<file path="src/rtl/alu_exec_unit.sv">
// Integer execute unit: single-cycle RV32-style ALU and branch compare, plus an
// optional iterative shift-add multiplier. Results sit in HOLD until the consumer takes them.
module alu_exec_unit #(
   parameter int XLEN   = 32,
   parameter bit MUL_EN = 1'b1
) (
   input  logic            clk,
   input  logic            rst_n,
   input  logic            in_valid,
   output logic            in_ready,
   input  logic [1:0]      alu_op,
   input  logic [2:0]      funct3,
   input  logic [6:0]      funct7,
   input  logic [XLEN-1:0] op_a,
   input  logic [XLEN-1:0] op_b,
   output logic            out_valid,
   input  logic            out_ready,
   output logic [XLEN-1:0] result,
   output logic            br_taken,
   output logic            zero,
   output logic            illegal
);

   localparam int SHW = $clog2(XLEN);
   localparam int CW  = $clog2(XLEN);

   typedef enum logic [1:0] {IDLE, BUSY, HOLD} state_t;

   state_t            state_q, state_d;
   logic [XLEN-1:0]   result_q, result_d;
   logic              br_q, br_d, zero_q, zero_d, ill_q, ill_d, ov_q, ov_d;
   logic [XLEN-1:0]   mcand_q, mcand_d, mplier_q, mplier_d, acc_q, acc_d;
   logic [CW-1:0]     cnt_q, cnt_d;

   logic [XLEN-1:0]   op_res;
   logic              op_br, op_ill, op_mul;
   logic [SHW-1:0]    shamt;
   logic              eq, lt_s, lt_u, accept;
   logic [XLEN-1:0]   acc_step;

   assign shamt = op_b[SHW-1:0];
   assign eq    = (op_a == op_b);
   assign lt_s  = ($signed(op_a) < $signed(op_b));
   assign lt_u  = (op_a < op_b);

   // Decode and evaluate the incoming request; only used at the accept edge.
   always_comb begin
      op_res = '0;
      op_br  = 1'b0;
      op_ill = 1'b0;
      op_mul = 1'b0;
      unique case (alu_op)
         2'b00: op_res = op_a + op_b;
         2'b01: begin
            op_res = op_a - op_b;
            case (funct3)
               3'b000:  op_br = eq;
               3'b001:  op_br = ~eq;
               3'b100:  op_br = lt_s;
               3'b101:  op_br = ~lt_s;
               3'b110:  op_br = lt_u;
               3'b111:  op_br = ~lt_u;
               default: op_ill = 1'b1;
            endcase
         end
         2'b10: begin
            if (funct7 == 7'b0000000) begin
               case (funct3)
                  3'b000:  op_res = op_a + op_b;
                  3'b001:  op_res = op_a << shamt;
                  3'b010:  op_res = {{(XLEN-1){1'b0}}, lt_s};
                  3'b011:  op_res = {{(XLEN-1){1'b0}}, lt_u};
                  3'b100:  op_res = op_a ^ op_b;
                  3'b101:  op_res = op_a >> shamt;
                  3'b110:  op_res = op_a | op_b;
                  default: op_res = op_a & op_b;
               endcase
            end else if (funct7 == 7'b0100000 && funct3 == 3'b000) begin
               op_res = op_a - op_b;
            end else if (funct7 == 7'b0100000 && funct3 == 3'b101) begin
               op_res = $signed(op_a) >>> shamt;
            end else if (funct7 == 7'b0000001 && funct3 == 3'b000 && MUL_EN) begin
               op_mul = 1'b1;
            end else begin
               op_ill = 1'b1;
            end
         end
         default: op_ill = 1'b1;
      endcase
      if (op_ill) begin
         op_res = '0;
         op_br  = 1'b0;
      end
   end

   assign in_ready = (state_q == IDLE) | ((state_q == HOLD) & out_ready);
   assign accept   = in_valid & in_ready;
   assign acc_step = acc_q + (mplier_q[0] ? mcand_q : '0);

   always_comb begin
      state_d  = state_q;
      result_d = result_q;
      br_d     = br_q;
      zero_d   = zero_q;
      ill_d    = ill_q;
      ov_d     = ov_q;
      mcand_d  = mcand_q;
      mplier_d = mplier_q;
      acc_d    = acc_q;
      cnt_d    = cnt_q;
      case (state_q)
         BUSY: begin
            acc_d    = acc_step;
            mcand_d  = mcand_q << 1;
            mplier_d = mplier_q >> 1;
            cnt_d    = cnt_q + 1'b1;
            if (cnt_q == CW'(XLEN - 1)) begin
               state_d  = HOLD;
               ov_d     = 1'b1;
               result_d = acc_step;
               zero_d   = (acc_step == '0);
               br_d     = 1'b0;
               ill_d    = 1'b0;
            end
         end
         default: begin
            if (accept && op_mul) begin
               state_d  = BUSY;
               ov_d     = 1'b0;
               mcand_d  = op_a;
               mplier_d = op_b;
               acc_d    = '0;
               cnt_d    = '0;
            end else if (accept) begin
               state_d  = HOLD;
               ov_d     = 1'b1;
               result_d = op_res;
               br_d     = op_br;
               zero_d   = (op_res == '0);
               ill_d    = op_ill;
            end else if (state_q == HOLD && out_ready) begin
               state_d = IDLE;
               ov_d    = 1'b0;
            end
         end
      endcase
   end

   always_ff @(posedge clk or negedge rst_n) begin
      if (!rst_n) begin
         state_q  <= IDLE;
         result_q <= '0;
         br_q     <= 1'b0;
         zero_q   <= 1'b0;
         ill_q    <= 1'b0;
         ov_q     <= 1'b0;
         mcand_q  <= '0;
         mplier_q <= '0;
         acc_q    <= '0;
         cnt_q    <= '0;
      end else begin
         state_q  <= state_d;
         result_q <= result_d;
         br_q     <= br_d;
         zero_q   <= zero_d;
         ill_q    <= ill_d;
         ov_q     <= ov_d;
         mcand_q  <= mcand_d;
         mplier_q <= mplier_d;
         acc_q    <= acc_d;
         cnt_q    <= cnt_d;
      end
   end

   assign out_valid = ov_q;
   assign result    = result_q;
   assign br_taken  = br_q;
   assign zero      = zero_q;
   assign illegal   = ill_q;

endmodule

</file>
<file path="config.mk">
export PLATFORM = sky130hd
export DESIGN_NAME = alu_exec_unit
export DESIGN_NICKNAME = d
export VERILOG_FILES = /design/src/rtl/alu_exec_unit.sv
export SDC_FILE = /design/constraint.sdc
export NUM_CORES = 1
export LEC_CHECK = 0
export CORE_AREA = 2 2 196 198
export DETAILED_ROUTE_END_ITERATION = 8
export DIE_AREA = 0 0 198 200
export GPL_TIMING_DRIVEN = 1
export PLACE_DENSITY = 0.69
export REMOVE_ABC_BUFFERS = 1
export SETUP_SLACK_MARGIN = 0.1
export SYNTH_ARGS = -nofsm -noshare
export SYNTH_HDL_FRONTEND = slang
export SYNTH_SLANG_ARGS = --single-unit
export TNS_END_PERCENT = 1
</file>
<file path="constraint.sdc">
create_clock -name clk -period 11.3 [get_ports clk]
set_input_delay 2.825 -clock clk [delete_from_list [all_inputs] [get_ports clk]]
set_output_delay 2.825 -clock clk [all_outputs]
set_load 0.005 [all_outputs]
</file>
-- Word level (Yosys, flattened, before mapping)
Cells that the tools add are included.
- add/subtract/negate cells: 4
- magnitude comparators: 2
- eq/ne operators: 17
- shift-type cells: 3
- mux-type cells: 54
- bitwise operators: 9
- reduce and logical (&&, ||, !) cells: 17
- operators by type and width (operator ; count):
    32-bit 2-to-1 mux ; 15
    32-bit one-hot mux with 7 select lines ; 1
    32-bit one-hot mux with 3 select lines ; 1
    32-bit adder ; 2
    32-bit zero test ; 2
    32-bit less-than comparator ; 2
    32-bit bitwise AND ; 1
    32-bit == test ; 1
    32-bit bitwise OR ; 1
    32-bit by 5-bit << shifter with 32-bit output ; 1
    32-bit by 5-bit >> shifter with 32-bit output ; 1
    32-bit by 5-bit >>> shifter with 32-bit output ; 1
    32-bit subtractor ; 1
    32-bit XOR ; 1
    1-bit 2-to-1 mux ; 28
    3-bit == test, second input constant ; 4
    2-bit 2-to-1 mux ; 5
    5-bit 2-to-1 mux ; 2
    7-bit by 1-bit == test with 1-bit output, second input constant ; 1
    7-bit by 6-bit == test with 1-bit output, second input constant ; 1
    7-bit zero test ; 1
    3-bit by 2-bit == test with 1-bit output, second input constant ; 2
    1-bit one-hot mux with 6 select lines ; 1
    6-bit OR reduction ; 1
    other kinds (18) ; 29
- bits in registers: 139
- bits of input ports: 80
- output and inout port bits: 37
- word-level logic and storage cells: 116

-- Longest topological paths before layout
Gate-level depths: netlist of run 1.
- depth after elaboration: 12
- depth in mapped cells: 20
- mapped depth without buffers: 17

-- Worst setup path after synthesis of run 1
OpenSTA, ideal clock, no wires.
- path kind: in2reg
- start: in op_b[1]
- end: reg result_q[31], in the netlist result[31]
- library setup time: 0.126 ns
- arrival time: 7.063 ns
- data required time: 11.174 ns
- path slack: 4.111 ns
- stages: 20
- buffers on the path: 5
- path through: buf_2 inv_1 clkbuf_1 clkbuf_1 buf_2 buf_2 ha_1 a21o_1 nand4_1 a311oi_1 nor2_1 o21a_1 nor4_1 o31ai_1 a211o_1 xnor2_1 o211ai_1 a32o_1 and2_1 a221o_1
- longest elaborated chain between the ends: 9
- elaborated cells on any way between the ends: 14
- classes of those cells: add/sub (2); shift (3); mux (9)
- RTL lines (element ; line ; text):
    start, declared ; 15 ; input logic [XLEN-1:0] op_b,
    parallel branches: the longest is 4 deep, another holds 32-bit adder ; n/a ;
    32-bit one-hot mux with 3 select lines (*) ; 52 ; unique case (alu_op)
    32-bit 2-to-1 mux (*) ; 90 ; if (op_ill) begin
    32-bit 2-to-1 mux (*) ; 134 ; end else if (accept) begin
    32-bit 2-to-1 mux (*) ; 127 ; if (accept && op_mul) begin
    32-bit 2-to-1 mux (*) ; 111 ; case (state_q)
    end signal, assigned ; 163 ; result_q <= result_d;
    end, declared ; 30 ; logic [XLEN-1:0] result_q, result_d;
Mark *: on every way between the ends. The select of a mux whose other input is x is not followed.
A chain may end at the register's enable or synchronous reset.

-- Final worst setup path of run 1
- start: in funct3[0]
- end: reg zero_q, in the netlist zero
- longest elaborated chain between the ends: 12
- elaborated cells on any way between the ends: 36
- classes of those cells: eq/ne (8); mux (20); reduce/logical (8)
- RTL lines (element ; line ; text):
    start, declared ; 12 ; input logic [2:0] funct3,
    3-bit zero test ; n/a ;
    1-bit logical AND ; 82 ; end else if (funct7 == 7'b0000001 && funct3 == 3'b000 && MUL_EN) begin
    1-bit 2-to-1 mux ; 82 ;
    1-bit 2-to-1 mux ; 80 ; end else if (funct7 == 7'b0100000 && funct3 == 3'b101) begin
    1-bit 2-to-1 mux ; 78 ; end else if (funct7 == 7'b0100000 && funct3 == 3'b000) begin
    1-bit 2-to-1 mux ; 67 ; if (funct7 == 7'b0000000) begin
    1-bit one-hot mux with 3 select lines ; 52 ;
    32-bit 2-to-1 mux ; 90 ;
    32-bit zero test ; 139 ; zero_d = (op_res == '0);
    1-bit 2-to-1 mux ; 134 ;
    1-bit 2-to-1 mux ; 127 ;
    1-bit 2-to-1 mux ; 111 ;
    end signal, assigned ; 165 ; zero_q <= zero_d;
    end, declared ; 31 ; logic br_q, br_d, zero_q, zero_d, ill_q, ill_d, ov_q, ov_d;
Several ways; a longest one is shown, not always the timed one. The select of a mux whose other input is x is not followed.

==> impl_summary.log, run 1 <==
[metrics] Post-Synthesis Cells: 2,484
[metrics] clock tree from TritonCTS: done
[metrics] startpoint kind of the worst setup timing path: input pin
[metrics] setup repair after global routing missed its margin: no
[metrics] vias in the first global route: between 15,000 and 20,000
[metrics] Horiz. Die Dim: 198 um
[metrics] Root Driver: sky130_fd_sc_hd__clkbuf_16
[metrics] distinct cell type count of the synthesized netlist: 82
[metrics] DRC violation count after routing: 0
[metrics] dominant combinational cell family by area after synthesis: compound AO/OA/AOI/OAI gates
[metrics] layout overhead on the synthesized area: 11.2%
[metrics] wire length reported by the detailed router: between 90,000 and 100,000 um
[metrics] number of vias after detailed routing: ~21,000
[metrics] reported max-cap violation count: 0
[metrics] GRT met1 Usage: approximately 59%
[metrics] Via-to-Cell Ratio: 7.11
[metrics] power per cell area: about 97 mW/mm^2
[metrics] Static Leakage: between 8 and 9 nW
[metrics] area share of xor/xnor cells in the synthesized design: approximately 5.0%
[metrics] Highest Clock Rate: ~0.12 GHz
[metrics] complex-gate fraction of the synthesized area: 30.0%
[metrics] share of layout cells above drive strength 1: under 10%
[metrics] maximum clock insertion buffer count: 2
[metrics] cts bufs inserted: 17
[metrics] pin count of the biggest net entering global routing: 86
[metrics] Peak VDD IR: between 0.0001 and 0.00015 V
[metrics] Final Critical Period: roughly 8.3 ns
[metrics] First DRT Iteration DRCs: about 3,300
[metrics] commonest cells after routing, fill and taps aside: sky130_fd_sc_hd__nand2_1, sky130_fd_sc_hd__a21oi_1, sky130_fd_sc_hd__o21ai_0
[metrics] final-layout worst hold slack: ~0.48 ns
[metrics] number of buffers inserted to repair setup after CTS: 0
[metrics] GRT overflow: 0
[metrics] combined area of all synthesized cells: approximately 0.019 mm^2
[metrics] final-layout fill cell count: about 3,500
[metrics] clock share of power: 32.4%
[metrics] proportion of synthesized flip-flops having asynchronous set or reset: 100%
[metrics] antenna violations before repair: 2
[metrics] Total Die Area: between 0.03 and 0.04 mm^2
[metrics] combinational cell fraction of total power: ~41%
[metrics] drt wl/cell: slightly above 30 um
[metrics] Yosys warning total: 0
[metrics] kind of capture point of the worst setup path: flop
[metrics] core footprint: 0.0374 mm^2
[metrics] number of enable-type register cells in the synthesized netlist: 0
[metrics] Ports: 117
[metrics] DPL Wire Length: 68,500 um
[metrics] Worst Setup Path Type: input pin to flop
[metrics] data required time of the worst path: 11.73 ns
[metrics] post-synthesis mux area share: about 11%
[metrics] GR Util met2: 71.1%
[metrics] transition time at the pin with the least slew margin: between 1 and 1.5 ns
[metrics] relative contribution of sequential cells to total power: about a quarter
[metrics] most common cell after layout, fill and taps aside: sky130_fd_sc_hd__nand2_1
[metrics] cts repair resizes: 0
[metrics] setup-violating endpoint count in the final report: 0
[metrics] worst hold-check path type: flop to flop
[metrics] synthesized-area fraction occupied by and/or/nand/nor cells: between 10% and 20%
[metrics] count of nets left with antenna violations after detail routing: 0
[metrics] outcome: finished clean
[metrics] number of buffers inserted by hold repair at cts: 0
[metrics] number of flip-flops and latches in the synthesized netlist: approximately 140
[metrics] switching power share of the total: 40.3%
[metrics] Synth Flop Type: sky130_fd_sc_hd__dfrtp_1
[metrics] global routing's busiest layer: met2
[metrics] drt pass-1 iters: 6
[metrics] final clock period utilization by the worst path: between 70 and 80%
[metrics] number of H-tree levels: 4
[metrics] clock latency on the worst-skew pair: 0.49 ns
[metrics] sequential fraction of the synthesis area: 18.6%
[metrics] Port Buffer Count: ~120
[metrics] GR met3 Demand/Resource: 13.7%
[metrics] pins over their slew limit: 0
[metrics] net count reported at finish: approximately 2,700
[metrics] Total Negative Setup Slacks: 0 ns
[metrics] Global Route Usage Sum: a little under half
[metrics] Final Hold Violating Endpoints: 0
[metrics] clk sinks: between 100 and 150
[metrics] average size of a mapped cell: between 7 and 8 um^2
[metrics] maximum fanout along the worst path: 21
[metrics] Die Height: roughly 200 um
[metrics] first-pass GRT wire length: roughly 130,000 um
[metrics] slew margin rel.: between 10% and 20%
[metrics] Clk pin slew, worst setup/hold paths: roughly 0.07 ns
[metrics] Net Sw Power: around 0.81 mW
[metrics] internal power: between 1 and 1.5 mW
[metrics] adder and majority gate portion of the synthesized area: 9.09%
[metrics] final RePlAce weighted congestion: about 1.1
[metrics] WP data arrival: 8.77 ns
[metrics] worst clock skew on the final layout: between 0.008 and 0.009 ns
[metrics] # rows: 71
[metrics] Initial Util: approximately half
cell type report:
class	count	area, um^2	area share [%]
inverters	116	435	2.11
clock inverters	13	215	1.04
diodes	2	5.00	0.0242
repair buffers	165	1510	7.31
flip-flops and latches	138	3450	16.7
multi-input cells	2033	14000	67.6
well taps	511	639	3.10
clock buffers	19	433	2.10
power groups by stage:
stage / Clock (mW) / Sequential, mW / Combinational (mW)
after floorplan: 0 / 0.538 / 0.410
after global placement: 0 / 0.536 / 0.777
after detailed placement: 0 / 0.538 / 0.779
after CTS: 0.653 / 0.529 / 0.782
after global routing: 0.677 / 0.531 / 0.851
final: 0.648 / 0.529 / 0.825
path summary, 6_finish.rpt:
path / slack, ns / start / endpoint / cells after the start
worst max-delay path: 2.97 / funct3[0] / zero / 13
worst min-delay path: 0.48 / mplier_q[7] / mplier_q[7] / 2
worst max register to register: 5.94 / mplier_q[0] / zero / 16
worst min register to register: 0.48 / mplier_q[7] / mplier_q[7] / 2
max in group asynchronous: 7.61 / rst_n / mcand_q[20] / 2
min in group asynchronous: 2.35 / rst_n / mplier_q[22] / 1
Yosys cell counts, types with 17 or more instances:
| master | instances | share of area [%] |
|---|---|---|
| sky130_fd_sc_hd__inv_1 | 107 | 2.2 |
| sky130_fd_sc_hd__mux2i_1 | 68 | 3.7 |
| sky130_fd_sc_hd__xor2_1 | 18 | 0.85 |
| sky130_fd_sc_hd__o21ai_0 | 175 | 4.7 |
| sky130_fd_sc_hd__a22o_1 | 17 | 0.80 |
| sky130_fd_sc_hd__and3_1 | 21 | 0.71 |
| sky130_fd_sc_hd__nor4_1 | 17 | 0.57 |
| sky130_fd_sc_hd__a21oi_1 | 225 | 6.1 |
| sky130_fd_sc_hd__a22oi_1 | 69 | 2.8 |
| sky130_fd_sc_hd__buf_2 | 18 | 0.49 |
| sky130_fd_sc_hd__and2_1 | 42 | 1.4 |
| sky130_fd_sc_hd__o31ai_1 | 19 | 0.77 |
| sky130_fd_sc_hd__nor2_1 | 165 | 3.3 |
| sky130_fd_sc_hd__xnor2_1 | 89 | 4.2 |
| sky130_fd_sc_hd__a211oi_1 | 34 | 1.4 |
| sky130_fd_sc_hd__mux4_2 | 52 | 6.3 |
| sky130_fd_sc_hd__clkbuf_1 | 151 | 3.1 |
| sky130_fd_sc_hd__o22ai_1 | 28 | 0.94 |
| sky130_fd_sc_hd__nor3_1 | 54 | 1.5 |
| sky130_fd_sc_hd__buf_1 | 24 | 0.49 |
| sky130_fd_sc_hd__o21a_1 | 18 | 0.73 |
| sky130_fd_sc_hd__o211ai_1 | 40 | 1.6 |
| sky130_fd_sc_hd__nand2b_1 | 25 | 0.84 |
| sky130_fd_sc_hd__a31oi_1 | 25 | 0.84 |
| sky130_fd_sc_hd__nand3_1 | 40 | 1.1 |
| sky130_fd_sc_hd__nand2_1 | 364 | 7.4 |
| sky130_fd_sc_hd__a21o_1 | 39 | 1.6 |
| sky130_fd_sc_hd__dfrtp_1 | 138 | 19 |
| sky130_fd_sc_hd__mux2_2 | 19 | 1.2 |
| sky130_fd_sc_hd__ha_1 | 130 | 8.8 |
| sky130_fd_sc_hd__nor2b_1 | 21 | 0.71 |
kinds of logic (layout without fill, tap and decap cells):
logic type | after synthesis | count (layout)
XOR/XNOR | 107 | 107
AND/OR/NAND/NOR | 805 | 805
AO/OA/AOI/OAI | 849 | 849
flip-flops | 138 | 138
multiplexers | 139 | 139
other | 0 | 2
adder cells (fa/ha/maj) | 133 | 133
buffers and inverters | 313 | 313
per-layer routing:
| layer | routed length [um] | share of wire [%] | up-vias |
|---|---|---|---|
| li1 | - | - | 9070 |
| met1 | 35500 | 38 | 10200 |
| met2 | 39400 | 43 | 1631 |
| met3 | 11600 | 13 | 395 |
| met4 | 5920 | 6.4 | 4 |
| met5 | 30 | 0.032 | - |
critical path, cell delays in order:
cell and delay (ns):
sky130_fd_sc_hd__clkdlybuf4s50_1 1.18, sky130_fd_sc_hd__clkinv_1 0.90, sky130_fd_sc_hd__nand2_1 0.71, sky130_fd_sc_hd__or3_1 0.24, sky130_fd_sc_hd__o2111ai_1 0.16, sky130_fd_sc_hd__a211oi_1 0.43
sky130_fd_sc_hd__o32ai_1 0.21, sky130_fd_sc_hd__nor4_1 0.69, sky130_fd_sc_hd__nand4_1 0.19, sky130_fd_sc_hd__nor4_1 0.64, sky130_fd_sc_hd__nand4_1 0.16, sky130_fd_sc_hd__nor4_1 0.25
sky130_fd_sc_hd__a211o_1 0.17
state kept, by name, summed over array words and instances, names as in the netlist:
register	flops
state_q	2
mcand_q	32
cnt_q	5
acc_q	32
mplier_q	32
result	32
br_taken	1
illegal	1
zero	1
through the flow:
stage          cell area, um^2  setup slack, ns  utilization (%)  total power [mW]  instances
2_1_floorplan            17800             1.13                -             0.949       2287
3_3_place_gp             20000             2.83             53.5              1.31       2963
3_5_place_dp             20000             2.90             53.5              1.32       2963
4_1_cts                  20600             3.38             55.2              1.96       2995
5_1_grt                  20600             2.94             55.2              2.06       2995
6_report                 20700             2.97             55.2              2.00       2997
Power figures use the tool's default switching activity.
==> inputs of run 2 (changes only) <==
Settings changed: PLACE_DENSITY 0.69 to 0.71.
Clock period 11.3 ns to 7.3 ns, I/O delays scaled along.
==> run 2 against run 1 <==
Net effect:
- routed wire length is 1.7% higher
- first-iteration DRC count is 8.3% lower
- sequential share of layout area is 0.49 points lower
- sequential power is 55% higher
- clock power is 44% higher
- register-to-register slack worse by 4.1 ns
- via count is 2.1% higher
- total power is 53% higher
- flip-flop and latch count stayed put
- largest power group unchanged
==> impl_summary.log, run 2 (same netlist as run 1, synthesis figures left out) <==
[metrics] net count reported at finish: approximately 2,800
[metrics] Static Leakage: 9.38 nW
[metrics] slew margin rel.: 8.06%
[metrics] count of nets left with antenna violations after detail routing: 0
[metrics] Clk pin slew, worst setup/hold paths: around 0.060 ns
[metrics] pins over their slew limit: 0
[metrics] detailed-route wire length on metal 1: ~35,000 um
[metrics] number of buffers inserted by hold repair at cts: 0
[metrics] CP Cell Sequence: clkdlybuf4s50_1 -> inv_1 -> ha_1 -> or4_1 -> nor3_1 -> nand2_1 -> nor2_1 -> a211oi_1 -> buf_4 -> o2111ai_1 -> nor3_1 -> o21ai_0 -> nand4_1 -> nor4_1 -> nand4_1 -> nor4_1 -> a211o_1
[metrics] number of H-tree levels: 4
[metrics] Die Height: approximately 200 um
[metrics] reported max-cap violation count: 0
[metrics] wire length reported by the detailed router: 94,000 um
[metrics] worst clock skew on the final layout: roughly 0.011 ns
[metrics] transition time at the pin with the least slew margin: roughly 1.4 ns
[metrics] # rows: 71
[metrics] final-layout fill cell count: between 3,000 and 4,000
[metrics] final RePlAce weighted congestion: roughly 1.2
[metrics] cts bufs inserted: 17
[metrics] kind of capture point of the worst setup path: flop
[metrics] worst-path cell with the longest stage delay: sky130_fd_sc_hd__clkdlybuf4s50_1
[metrics] drt wl/cell: a little over 30 um
[metrics] Initial Util: approximately half
[metrics] Port Buffer Count: approximately 120
[metrics] Horiz. Die Dim: 198 um
[metrics] first-pass GRT wire length: 136,000 um
[metrics] vias in the first global route: approximately 21,000
[metrics] Peak VDD IR: between 0.00015 and 0.0002 V
[metrics] Total Die Area: between 0.03 and 0.04 mm^2
[metrics] met3 wire length: roughly 13,000 um
[metrics] internal power: around 1.8 mW
[metrics] power after layout: between 3 and 4 mW
[metrics] clock share of power: a little under a third
[metrics] family of cells with the greatest summed delay on the critical path: simple AND/OR/NAND/NOR gates
[metrics] drt pass-1 iters: 9
[metrics] setup repair after global routing missed its margin: no
[metrics] maximum clock insertion buffer count: 2
[metrics] area of the multi-input gates: roughly 0.014 mm^2
[metrics] share of layout cells above drive strength 1: 10.6%
[metrics] Net Sw Power: between 1 and 1.5 mW
[metrics] maximum fanout along the worst path: 11
[metrics] Total Negative Setup Slacks: 0 ns
[metrics] number of buffers inserted to repair setup after CTS: 0
[metrics] commonest cells after routing, fill and taps aside: sky130_fd_sc_hd__nand2_1, sky130_fd_sc_hd__a21oi_1, sky130_fd_sc_hd__o21ai_0
[metrics] number of vias after detailed routing: around 22,000
[metrics] pin count of the biggest net entering global routing: 93
[metrics] utilization of the core after routing: roughly 57%
[metrics] Root Driver: sky130_fd_sc_hd__clkbuf_16
[metrics] layout overhead on the synthesized area: 14.6%
[metrics] top layer used by detailed routing: met5
[metrics] combinational cell fraction of total power: a little over two fifths
[metrics] Highest Clock Rate: between 0.1 and 0.15 GHz
[metrics] startpoint kind of the worst setup timing path: input pin
[metrics] routed wire length on met2: 39,200 um
[metrics] Ports: about 120
[metrics] most common cell after layout, fill and taps aside: sky130_fd_sc_hd__nand2_1
[metrics] core footprint: between 0.03 and 0.04 mm^2
[metrics] worst hold-check path type: flop to flop
[metrics] antenna violations before repair: 5
[metrics] relative contribution of sequential cells to total power: between 20% and 30%
[metrics] Final Critical Period: about 6.9 ns
[metrics] Worst Setup Path Type: input pin to flop
[metrics] First DRT Iteration DRCs: between 3,000 and 4,000
[metrics] clock tree from TritonCTS: done
[metrics] switching power share of the total: about 40%
[metrics] buffer and inverter count on the worst path: 3
[metrics] final clock period utilization by the worst path: around 95%
[metrics] cts repair resizes: 0
[metrics] DRC violation count after routing: 0
[metrics] Global Route Usage Sum: about 47%
[metrics] Via-to-Cell Ratio: 7.06
[metrics] GRT overflow: 0
[metrics] stage delay of the slowest cell on the critical path: slightly above 0.8 ns
[metrics] WP data arrival: between 7 and 8 ns
[metrics] Final Hold Violating Endpoints: 0
[metrics] FF/Latch Area: between 0.003 and 0.004 mm^2
[metrics] clock latency on the worst-skew pair: 0.49 ns
[metrics] outcome: finished clean
[metrics] data required time of the worst path: 7.73 ns
[metrics] setup-violating endpoint count in the final report: 0
[metrics] DPL Wire Length: 71,000 um
[metrics] clk sinks: roughly 140
[metrics] power per cell area: approximately 140 mW/mm^2
## run 2: cell type report
cell class	count	share of cell area, %
multi-input cells	2033	65.5
flip-flops and latches	138	16.2
repair buffers	252	10.3
well taps	511	3.00
clock buffers	21	2.16
inverters	116	2.05
clock inverters	10	0.664
diodes	1	0.0118
## run 2: worst reg2reg max path: cells and delay by family, from the launching register on
family	cells	cell delay (ns)
XOR/XNOR	1	0.38
AO/OA/AOI/OAI	7	1.57
adder cells (fa/ha/maj)	2	0.64
AND/OR/NAND/NOR	6	2.06
flip-flops	1	0.70
## run 2: path summary, 6_finish.rpt
| kind | startpoint | end | slack (ns) | cells past startpoint |
|---|---|---|---|---|
| hold reg to reg | result[10] | result[10] | 0.47 | 2 |
| hold / removal | result[10] | result[10] | 0.47 | 2 |
| min in group asynchronous | rst_n | mplier_q[21] | 1.37 | 1 |
| setup / recovery | op_a[19] | zero | 0.36 | 17 |
| max in group asynchronous | rst_n | acc_q[17] | 4.66 | 2 |
| setup reg to reg | mplier_q[0] | zero | 1.89 | 16 |
## run 2: power by group through the flow
stage | Sequential (mW) | Clock (mW) | Combinational (mW)
finish | 0.819 | 0.932 | 1.31
global route | 0.822 | 0.968 | 1.36
CTS | 0.819 | 0.942 | 1.24
detailed placement | 0.833 | 0 | 1.24
global placement | 0.831 | 0 | 1.23
floorplan | 0.833 | 0 | 0.635
## run 2: routing by layer
layer / up-vias / global-route usage [%]
li1: 9237 / -
met1: 10400 / 58.3
met2: 1662 / 70.2
met3: 432 / 17.0
met4: 8 / 29.1
met5: - / 0.247
## run 2: stage by stage
stage / cell area (um^2) / hold WS, ns / instances / setup WS [ns]
2_1_floorplan: 17800 / 0.446 / 2287 / -1.87
3_3_place_gp: 20700 / 0.458 / 3050 / 0.130
3_5_place_dp: 20700 / 0.464 / 3050 / 0.188
4_1_cts: 21300 / 0.479 / 3081 / 0.687
5_1_grt: 21300 / 0.496 / 3081 / 0.284
6_report: 21300 / 0.474 / 3082 / 0.357
